File: config.mk
export PLATFORM = sky130hd
export DESIGN_NAME = jesd204b_descrambler
export DESIGN_NICKNAME = d
export VERILOG_FILES = /design/src/rtl/jesd204b_pkg.sv /design/src/rtl/jesd204b_descr_core.sv /design/src/rtl/jesd204b_descrambler.sv
export SDC_FILE = /design/constraint.sdc
export NUM_CORES = 1
export LEC_CHECK = 0
export BUFFER_PORTS_ARGS = -buffer_cell sky130_fd_sc_hd__clkbuf_2
export CAP_MARGIN = 0
export CELL_PAD_IN_SITES_DETAIL_PLACEMENT = 0
export CELL_PAD_IN_SITES_GLOBAL_PLACEMENT = 1
export CORE_UTILIZATION = 37
export DETAILED_ROUTE_END_ITERATION = 6
export MAX_ROUTING_LAYER = met4
export PLACE_DENSITY_LB_ADDON = 0.25
export SLEW_MARGIN = 40
export SYNTH_ARGS = -nofsm -noshare
export SYNTH_HDL_FRONTEND = slang
export SYNTH_SLANG_ARGS = --single-unit
File: constraint.sdc
create_clock -name clk -period 3.4 [get_ports clk]
set_input_delay 0.68 -clock clk [delete_from_list [all_inputs] [get_ports clk]]
set_output_delay 0.68 -clock clk [all_outputs]
set_load 0.005 [all_outputs]
File: src/rtl/jesd204b_pkg.sv
// Constants and helpers shared by the JESD204B scrambler and descrambler.
// Polynomial is 1 + x^14 + x^15 with a 15-bit history register.
package jesd204b_pkg;

  localparam int SCR_POLY_TAP_A  = 14;
  localparam int SCR_POLY_TAP_B  = 15;
  localparam int SCR_HIST_W      = SCR_POLY_TAP_B;
  localparam logic [SCR_HIST_W-1:0] SCR_SEED = 15'h7f80;
  localparam int SCR_BYPASS_BITS = 16;

  typedef logic [SCR_HIST_W-1:0] scr_hist_t;

  typedef enum logic [1:0] {
    MODE_IDLE   = 2'd0,
    MODE_BYPASS = 2'd1,
    MODE_DESCR  = 2'd2
  } descr_mode_e;

  // s[0] holds the most recent bit, so tap x^k lives at s[k-1].
  function automatic logic scr_feedback(input scr_hist_t s);
    return s[SCR_POLY_TAP_B-1] ^ s[SCR_POLY_TAP_A-1];
  endfunction

endpackage

File: src/rtl/jesd204b_descr_core.sv
// Combinational word-wide unroll of the self-synchronising descrambler.
// Bits are walked MSB first; the received bit (not the output) feeds the history.
module jesd204b_descr_core
  import jesd204b_pkg::*;
#(
  parameter int DATA_WIDTH  = 64,
  parameter int BYPASS_BITS = SCR_BYPASS_BITS
) (
  input  logic [DATA_WIDTH-1:0] in_word,
  input  scr_hist_t             s_in,
  output logic [DATA_WIDTH-1:0] d,
  output scr_hist_t             s_out
);

  scr_hist_t s;

  always_comb begin
    s = s_in;
    d = '0;
    for (int t = 0; t < DATA_WIDTH; t++) begin
      if (t < BYPASS_BITS) begin
        d[DATA_WIDTH-1-t] = in_word[DATA_WIDTH-1-t];
      end else begin
        d[DATA_WIDTH-1-t] = in_word[DATA_WIDTH-1-t] ^ scr_feedback(s);
      end
      s = {s[SCR_HIST_W-2:0], in_word[DATA_WIDTH-1-t]};
    end
    s_out = s;
  end

endmodule

File: src/rtl/jesd204b_descrambler.sv
// JESD204B RX descrambler: registered output with valid, bypass mux and lock counter.
// One word per clock, one cycle of latency, no backpressure.
module jesd204b_descrambler
  import jesd204b_pkg::*;
#(
  parameter int              DATA_WIDTH  = 64,
  parameter int              BYPASS_BITS = SCR_BYPASS_BITS,
  parameter logic [14:0]     SEED        = SCR_SEED,
  parameter int              LOCK_WORDS  = 2
) (
  input  logic                  clk,
  input  logic                  reset,
  input  logic                  en,
  input  logic                  in_valid,
  input  logic [DATA_WIDTH-1:0] in,
  output logic                  out_valid,
  output logic [DATA_WIDTH-1:0] out,
  output logic                  locked
);

  localparam logic [7:0] LOCK_MAX = 8'(LOCK_WORDS);

  logic [DATA_WIDTH-1:0] out_q, out_d;
  logic                  out_valid_q, out_valid_d;
  logic                  locked_q, locked_d;
  scr_hist_t             hist_q, hist_d;
  logic [7:0]            lock_cnt_q, lock_cnt_d;

  logic [DATA_WIDTH-1:0] core_d;
  scr_hist_t             core_s;
  descr_mode_e           mode;

  jesd204b_descr_core #(
    .DATA_WIDTH (DATA_WIDTH),
    .BYPASS_BITS(BYPASS_BITS)
  ) u_core (
    .in_word(in),
    .s_in   (hist_q),
    .d      (core_d),
    .s_out  (core_s)
  );

  always_comb begin
    mode = MODE_IDLE;
    if (in_valid) begin
      mode = en ? MODE_DESCR : MODE_BYPASS;
    end

    out_d       = out_q;
    out_valid_d = in_valid;
    hist_d      = hist_q;
    lock_cnt_d  = lock_cnt_q;

    case (mode)
      MODE_DESCR: begin
        out_d  = core_d;
        hist_d = core_s;
        if (lock_cnt_q != LOCK_MAX) begin
          lock_cnt_d = lock_cnt_q + 8'd1;
        end
      end
      // Bypassed words are not part of the scrambled stream, so history is left alone.
      MODE_BYPASS: begin
        out_d      = in;
        lock_cnt_d = '0;
      end
      default: ;
    endcase

    locked_d = (lock_cnt_d == LOCK_MAX);
  end

  always_ff @(posedge clk or posedge reset) begin
    if (reset) begin
      out_q       <= '0;
      out_valid_q <= 1'b0;
      locked_q    <= 1'b0;
      hist_q      <= SEED;
      lock_cnt_q  <= '0;
    end else begin
      out_q       <= out_d;
      out_valid_q <= out_valid_d;
      locked_q    <= locked_d;
      hist_q      <= hist_d;
      lock_cnt_q  <= lock_cnt_d;
    end
  end

  assign out       = out_q;
  assign out_valid = out_valid_q;
  assign locked    = locked_q;

endmodule

==> flow_metrics.py <==
metrics = {
    "run_status": {
        "status": "completed",
    },
    "floorplanning": {
        "start_util_pct": 38.2,
        "io-pin-count": 134,
        "die_y_um": 105,
        "fp.dieW_um": 105,
        "core_region_area_mm2": 0.0103,
        "rows": 37,
        "die_area_mm2": 0.0110,
    },
    "routing": {
        "vias": 3182,
        "routed_via_density": 4.73,
        "routed_wire_length_per_instance_um": 13.8,
        "drc": 0,
        "drtIter0Drc": 141,
        "ant_nets": 0,
        "dr.pass1.iters": 4,
        "routed_wl_um": 9290,
    },
    "layout": {
        "fin_nets": 602,
        "layout-drive-gt1-share_pct": 29.6,
        "antenna_cells": 0,
        "final_util_pct": 47.7,
        "final_cells": 673,
        "area_delta_synth_final_pct": 25.1,
        "design_area_mm2": 0.00490,
    },
    "global_routing": {
        "grt_max_degree": 70,
        "grt_pass1_vias": 3111,
        "grt_pass1_wl_um": 15500,
        "antenna_found_initial": 0,
        "grt_use_total_pct": 18.5,
        "overflow": 0,
    },
    "pwr": {
        "power.leakage_nw": 2.33,
        "combPwrFrac_pct": 21.8,
        "p_int_w": 0.00155,
        "power_density_mw_per_mm2": 458,
        "p_sw_w": 0.000691,
        "seqPwrFrac_pct": 47.5,
        "p_clk_share_pct": 30.7,
        "ir_worst_vdd_v": 0.000175,
        "p_sw_share_pct": 30.8,
    },
    "setup_path": {
        "required_ns": 3.66,
        "critPathMaxStageDelay_ns": 0.50,
        "crit_type": "reg2reg",
        "slowest_stage": "dfrtp_1",
        "worstPathCellList": "inv_1 -> ha_1 -> nor4b_2 -> nand2_2 -> nand4_2 -> or4b_1 -> nor4_2",
        "crit_arrival_ns": 2.37,
        "cp_max_fo": 10,
        "cp-start-kind": "register",
        "endpoint_kind": "register",
    },
    "synth": {
        "yosysSeqAreaShare_pct": 47.2,
        "syn_inst": 406,
        "synthesis.area_mm2": 0.00392,
        "synth_edf_count": 0,
        "async_flop_share_pct": 100,
        "ys.flop_type": "dfrtp_1",
        "syn_area_per_cell_um2": 9.66,
        "ys_warn_count": 0,
        "post_synth_num_cell_types": 36,
        "syn_nets": 476,
        "ys_seq_elements": 74,
    },
    "clocking": {
        "postCtsSetupBuffers": 0,
        "cts_tree": "done",
        "clock_sinks": 74,
        "ctsHoldBuffers": 0,
        "cts_resized": 0,
        "clkTransAtPathRegs_ns": 0.08,
        "cts_max_path_buffers": 2,
        "htreeDepth": 3,
        "clk_latency_ns": 0.35,
        "cts_root_buffer": "clkbuf_8",
        "cts_buffers": 9,
    },
    "timing": {
        "post-route-period-util_pct": 62.1,
        "setup_tns_ns": 0,
        "hold_viol": 0,
        "min_period_ns": 2.11,
        "tightest_slew_ns": 0.697,
        "max-slew-margin-rel_pct": 53.5,
        "max_freq_mhz": 473,
        "finalMaxSlewViolations": 0,
        "setup_violations": 0,
        "fin_skew_ns": 0.0108,
        "rsz0062_at_grt": "false",
    },
    "placed_design": {
        "port_buffers": 133,
        "post-place-cells": 657,
        "placed_area_mm2": 0.00471,
        "gp_congestion": 0.809,
        "hpwl_um": 6810,
    },
    "min_path": {
        "holdCritPathClass": "in2async",
    },
    "flow_run": {
        "maxCapViolCount": 0,
    },
}
## layout make-up
| type | count | area [µm²] |
|---|---|---|
| clock inverter | 6 | 67.6 |
| multi-input combinational | 305 | 1960 |
| sequential | 74 | 1850 |
| clock buffer | 10 | 128 |
| fill | 1042 | 5370 |
| inverter | 6 | 25.0 |
| tap | 136 | 170 |
| timing repair buffer | 136 | 703 |
## worst paths after layout
path | startpoint | endpoint | slack [ns] | cells past startpoint
max in group asynchronous | reset | out[33] | 2.45 | 3
min in group clk | out[62] | out[62] | 0.49 | 1
worst min register to register | out[62] | out[62] | 0.49 | 1
worst min-delay path | reset | locked | 0.38 | 2
worst max register to register | lock_cnt_q[0] | locked | 1.29 | 7
worst max-delay path | lock_cnt_q[0] | locked | 1.29 | 7
## Yosys cell counts (2+ instances only)
library cell  count  share of area [%]
a21oi_1          49                6.3
a31oi_1           2               0.32
buf_1             4               0.38
buf_4             2               0.38
clkbuf_1         14                1.3
dfrtp_1          74                 47
ha_1              2               0.64
inv_1             6               0.57
mux2_1           16                4.6
nand2_1          56                5.4
nand3_1           8                1.0
nor2_1           49                4.7
o21ai_0           2               0.26
o21ai_1           2               0.26
o22ai_1           2               0.32
o31ai_1           3               0.57
xor2_1           96                 21
## power groups by stage
stage / clock network [W] / logic, W / registers, W
global route: 0.000745 / 0.000558 / 0.00108
detailed placement: 0 / 0.000497 / 0.00108
finish: 0.000690 / 0.000490 / 0.00107
CTS: 0.000708 / 0.000499 / 0.00107
floorplan: 0 / 0.000267 / 0.00107
global placement: 0 / 0.000492 / 0.00108
## cells by family (layout without fill, tap and decap cells)
group | Yosys count | after routing | share of synthesized area [%]
simple gates | 126 | 126 | 14.0
xor+xnor | 97 | 97 | 21.7
flops | 74 | 74 | 47.2
compound gates | 64 | 64 | 9.09
buf+inv | 27 | 158 | 2.81
mux | 16 | 16 | 4.59
fa+ha+maj | 2 | 2 | 0.638
## routing by layer
layer / up-vias / GRT usage (%) / wire (µm)
li1: 1586 / - / -
met1: 1464 / 25.6 / 4440
met2: 119 / 26.8 / 4160
met3: 13 / 3.31 / 534
met4: 0 / 7.95 / 155
met5: - / - / 0
## placed cells by master, fill, tap and decap left out, types with 3 or more instances in the layout
cell      instances
mux2_1           16
nand3_1           8
nor2_1           49
clkbuf_8          9
buf_4             3
o31ai_1           3
xor2_1           96
dfrtp_1          74
clkbuf_2        132
a21oi_1          49
nand2_1          56
inv_1             5
## stage by stage
stage	total power (W)	worst slack, ns	hold WS (ns)
after floorplan	0.00134	0.838	0.483
after global placement	0.00157	1.07	0.469
after detailed placement	0.00158	1.01	0.478
after CTS	0.00227	1.24	0.456
after global routing	0.00238	1.08	0.412
final	0.00225	1.29	0.381
## registers in the layout, summed over array words and instances, names as in the netlist
signal      flops
lock_cnt_q      8
locked          1
out            64
out_valid       1
## worst max-delay path, delay by kind of cell (launching register included)
| family | cells | cell delay (ns) |
|---|---|---|
| buffers and inverters | 1 | 0.13 |
| flip-flops | 1 | 0.50 |
| AND/OR/NAND/NOR | 5 | 1.23 |
| adder cells (fa/ha/maj) | 1 | 0.15 |
No activity file was read; power rests on OpenSTA's default activity.
